[src/rtl/md5_block_former.sv]
// md5_block_former: turns each 128-bit candidate guess into one padded
// 512-bit MD5 message block, buffers blocks in a small FIFO, applies
// back-pressure to the guess generator and reports completion.
module md5_block_former #(
  parameter int DEPTH = 4,
  parameter int CNT_W = 48
) (
  input  logic             clk,
  input  logic             reset,
  input  logic [4:0]       guesslen,
  input  logic [127:0]     guess,
  input  logic             guess_valid,
  input  logic             gen_done,
  output logic             gen_stall,
  output logic [511:0]     block,
  output logic             block_valid,
  input  logic             block_ready,
  output logic [CNT_W-1:0] block_count,
  output logic             overflow,
  output logic             len_err,
  output logic             all_done
);

  localparam int AW = (DEPTH > 1) ? $clog2(DEPTH) : 1;
  localparam int CW = AW + 1;

  logic [4:0]    len_q;
  logic          done_seen;
  logic [511:0]  mem [DEPTH];
  logic [AW-1:0] wr_ptr;
  logic [AW-1:0] rd_ptr;
  logic [CW-1:0] count;
  logic [511:0]  fmt;
  logic          full;
  logic          empty;
  logic          push_req;
  logic          push;
  logic          pop;

  assign full        = (count == CW'(DEPTH));
  assign empty       = (count == '0);
  assign block_valid = !empty;
  assign gen_stall   = (count >= CW'(DEPTH - 1));
  assign block       = mem[rd_ptr];

  assign pop      = block_valid && block_ready;
  assign push_req = guess_valid && !len_err;
  // A full FIFO still accepts a guess when the head leaves in the same cycle.
  assign push     = push_req && (!full || pop);

  // Build the padded block: message bytes, 0x80 terminator, zero fill and
  // the bit length in bytes 56..63 (only byte 56 can be non-zero for L<=16).
  always_comb begin
    fmt = '0;
    for (int k = 0; k < 16; k++) begin
      if (k < int'(len_q)) fmt[8*k +: 8] = guess[127-8*k -: 8];
    end
    for (int k = 0; k <= 16; k++) begin
      if (k == int'(len_q)) fmt[8*k +: 8] = 8'h80;
    end
    fmt[455:448] = {len_q, 3'b000};
  end

  // FIFO storage; contents are don't-care while the FIFO is empty.
  always_ff @(posedge clk) begin
    if (push) mem[wr_ptr] <= fmt;
  end

  // Control state: configuration load, FIFO pointers, counters and flags.
  always_ff @(posedge clk) begin
    if (reset) begin
      len_q       <= guesslen;
      len_err     <= (guesslen == 5'd0) || (guesslen > 5'd16);
      wr_ptr      <= '0;
      rd_ptr      <= '0;
      count       <= '0;
      block_count <= '0;
      overflow    <= 1'b0;
      done_seen   <= 1'b0;
      all_done    <= 1'b0;
    end else begin
      if (push) wr_ptr <= wr_ptr + 1'b1;
      if (pop) begin
        rd_ptr      <= rd_ptr + 1'b1;
        block_count <= block_count + 1'b1;
      end
      case ({push, pop})
        2'b10:   count <= count + 1'b1;
        2'b01:   count <= count - 1'b1;
        default: count <= count;
      endcase
      if (push_req && full && !pop) overflow <= 1'b1;
      if (gen_done) done_seen <= 1'b1;
      if (done_seen && empty && !push) all_done <= 1'b1;
    end
  end

endmodule

[config.mk]
export PLATFORM = sky130hd
export DESIGN_NAME = md5_block_former
export DESIGN_NICKNAME = d
export VERILOG_FILES = /design/src/rtl/md5_block_former.sv
export SDC_FILE = /design/constraint.sdc
export NUM_CORES = 1
export LEC_CHECK = 0
export ABC_AREA = 0
export CORE_ASPECT_RATIO = 1.2
export CORE_MARGIN = 8
export CORE_UTILIZATION = 30
export DETAILED_ROUTE_END_ITERATION = 10
export GPL_TIMING_DRIVEN = 0
export REMOVE_ABC_BUFFERS = 1
export SETUP_SLACK_MARGIN = 0.15
export SLEW_MARGIN = 10
export SYNTH_ARGS = -nofsm -noshare
export SYNTH_HDL_FRONTEND = slang
export SYNTH_SLANG_ARGS = --single-unit
[constraint.sdc]
create_clock -name clk -period 5.2 [get_ports clk]
set_input_delay 0.78 -clock clk [delete_from_list [all_inputs] [get_ports clk]]
set_output_delay 0.78 -clock clk [all_outputs]
set_load 0.02 [all_outputs]
==> results.md <==
* Slew Limit Headroom at 27.2%
* PwrDens at slightly above 400 nW/um^2
* GRT Overall Usage at approximately an eighth
* DRC Markers at 0
* Status: finished clean
* Worst-case clock buffer depth at 3
* Htree depth at 3
* Slew of the pin with the lowest slew margin at 1080 ps
* Clock network fraction of total power at 36.2%
* VDD IR max at 233 uV
* Num CTS Buffers at 66
* Worst Setup Slack, final at between 1000 and 1500 ps
* Worst Hold Class: reg -> reg
* Hold Violations, Final at 0
* Fill cells at 8095
* Synthesis-stage register bit count at 602
* Top cells by area, synth: edfxtp_1 62%, mux4_2 12%, buf_4 11%, dfxtp_1 4.6%, and2_1 1.5%
* First-pass GRT wire length at 97.1 mm
* Max-slew violations at 0
* Critical path fanouts, max at 29
* CP cell instances: buf_16 > buf_16 > buf_12 > mux4_2 > clkdlybuf4s50_1
* Syn. warnings at 0
* Worst Setup Path Type: reg -> out
* Synth cell count leaders: 542 x edfxtp_1, 378 x buf_4, 134 x mux4_2
* Vias per cell at 4.32
* Min Clock Period, post-route at 4160 ps
* Die ar. at 97000 sq um
* Main synth FF type: edfxtp_1
* Tcrit/Tclk final at approximately 80%
* Sequential group share of total power at 44.1%
* Initial Utilization at between 30% and 40%
* Final Total Pwr at 12800 uW
* Worst Path Buf+Inv at 4
* Clk pin slew, worst setup/hold paths at 60 ps
* WP data required at 4420 ps
* Most common cell in the synthesized netlist: edfxtp_1
* Max Cap Viol at 0
* Sw frac at about a quarter
* Largest stage delay on the critical path at 750 ps
* Number of global-route vias before repair at around 15000
* Postcts setup bufs at 0
* Startpoint Class: flop
* Iter 0 DRT Violations at 841
* IO Count at 703
* Post-synth top area share at 62.1%
* Kind of cell adding the most delay to the critical path: buffers and inverters
* Hpwl dp at 46.3 mm
* Post-route ant nets at 0
* CTS tree: built
* Root Buffer: clkbuf_16
* Port bufs at 324
* Library cells used by synthesis at 46
* Routability cong. at 0.774
* Routed wire length at 66.4 mm
* Net Sw Power at about 3400 uW
* Core region area at 86400 sq um
* Initial antenna violation count at 7
* Max Fclk at 0.240 GHz
* RSZ-0062 raised after global routing: false
* Arrival time at the worst endpoint at 3380 ps
* Syn avg cell area at 16.2 sq um
* Setup crit end kind: output pin
* Crit-path slowest cell: dfxtp_4
* Cells after Synth at about 1600
* Final Skew at about 23 ps
* Logic pwr share at about a fifth
* Synth area leader: edfxtp_1
* Cell Rows at approximately 120
* Cell Area, Synth at 26200 sq um
* GRT overflow at 0
* Drt first pass iters at 4
* Hold buffer count at cts at 0
* Finish-stage setup viols at 0
* Die Y at 340 um
* Largest net degree at the start of global routing at 51
* Vias at 13700
* Die extent in x at about 290 um
* Routed len/inst at around 21 um
* Number of synthesized flops with an enable pin at between 500 and 600
* Fin nets at 2117
* Cts repair resizes at 0
* Leakage at 0.0107 uW
* Internal Power at around 9400 uW
* Sink Count at 602
* Clock latency on the worst-skew pair at between 500 and 600 ps
* Synth-to-Final Area Change at 21.8%
* Post-synth ARST share at 0%
* Sequential element share of the synthesized area at 66.7%
* Most used cell, CP: buf_16
* Share of layout cells above drive strength 1 at 12.9%
* Setup WS pre-CTS at between 1500 and 2000 ps
## cells by family (layout without fill, tap and decap cells)
| family | Yosys count | count (layout) | synth area share, % |
|---|---|---|---|
| AO/OA/AOI/OAI | 63 | 63 | 1.45 |
| XOR/XNOR | 38 | 38 | 1.27 |
| adder cells (fa/ha/maj) | 6 | 6 | 0.315 |
| buffers and inverters | 443 | 474 | 11.8 |
| flip-flops | 602 | 602 | 66.7 |
| multiplexers | 136 | 136 | 11.6 |
| other | 1 | 381 | 0.0143 |
| AND/OR/NAND/NOR | 328 | 328 | 6.82 |
## power by group through the flow
stage                     logic [uW]  registers (uW)  clock network [uW]
after floorplan                 1430            5850                   0
after global placement          2530            5970                   0
after detailed placement        2570            5780                   0
after CTS                       2580            5670                4800
after global routing            2700            5690                4970
final                           2530            5670                4640
## final timing paths
path / slack (ps) / start / endpoint / cells after the start
max reg2reg: 1940 / len_q[4]$_DFFE_PP_ / mem[1][53]$_DFFE_PP_ / 5
min: 480 / all_done$_SDFFE_PP0P_ / all_done$_SDFFE_PP0P_ / 2
max: 1040 / flop / block[55] / 5
min reg2reg: 480 / all_done$_SDFFE_PP0P_ / all_done$_SDFFE_PP0P_ / 2
## metal layers
| layer | up-vias | track usage [%] | share of wire [%] | routed length (um) |
|---|---|---|---|---|
| met5 | - | 0 | 0.014 | 9 |
| met4 | 2 | 4.75 | 2.5 | 1660 |
| met3 | 103 | 3.10 | 5.9 | 3890 |
| met2 | 526 | 23.2 | 52 | 34500 |
| met1 | 7013 | 15.4 | 40 | 26300 |
| li1 | 6038 | - | - | - |
## area by class of cell
class	count	area [sq um]	area share (%)
tap	1140	1430	4.47
clock buffer	85	1830	5.74
multi-input combinational	949	7060	22.1
clock inverter	35	349	1.09
antenna	3	7.51	0.0235
sequential	602	17500	54.8
inverter	13	48.8	0.153
timing repair buffer	341	3680	11.5
## flip-flops by register name (all words and copies together) (netlist names), named ones only
register	flops
len_q	5
block_count	48
done_seen	1
mem	536
all_done	1
wr_ptr	2
rd_ptr	2
len_err	1
overflow	1
count	3
## worst min-delay path, stage by stage, from the launching register on
cell	delay, ps
dfxtp_1	330
a31oi_1	40
nor2_1	70
## placed cells by master, fill, tap and decap left out, drive strengths merged, types with 2 or more instances in the layout
| master | n |
|---|---|
| a21oi | 28 |
| a22o | 3 |
| a31o | 2 |
| and2 | 62 |
| and3 | 8 |
| and4 | 4 |
| buf | 18 |
| bufinv | 5 |
| clkbuf | 85 |
| clkdlybuf4s50 | 323 |
| clkinv | 23 |
| clkinvlp | 3 |
| conb | 378 |
| dfxtp | 60 |
| diode | 3 |
| edfxtp | 542 |
| ha | 5 |
| inv | 17 |
| mux4 | 134 |
| nand2 | 34 |
| nand2b | 5 |
| nand3 | 16 |
| nand4 | 18 |
| nor2 | 72 |
| nor2b | 57 |
| nor3 | 12 |
| nor4 | 16 |
| nor4b | 2 |
| o21a | 3 |
| o21ai | 14 |
| o31ai | 6 |
| or2 | 2 |
| or3 | 13 |
| or4 | 6 |
| xnor2 | 25 |
| xor2 | 13 |
## metrics by stage
step                hold slack [ps]  TNS (ps)  utilization, %  std cells  instance area, sq um
floorplan                       438   -253310               -       1564                 24600
global placement                458  -2439570            33.8       3028                 29200
detailed placement              462         0            34.4       3045                 29700
CTS                             477         0            36.9       3165                 31900
global route                    512         0            36.9       3168                 31900
finish                          479         0            36.9       3168                 31900
No activity file was read; power rests on OpenSTA's default activity.
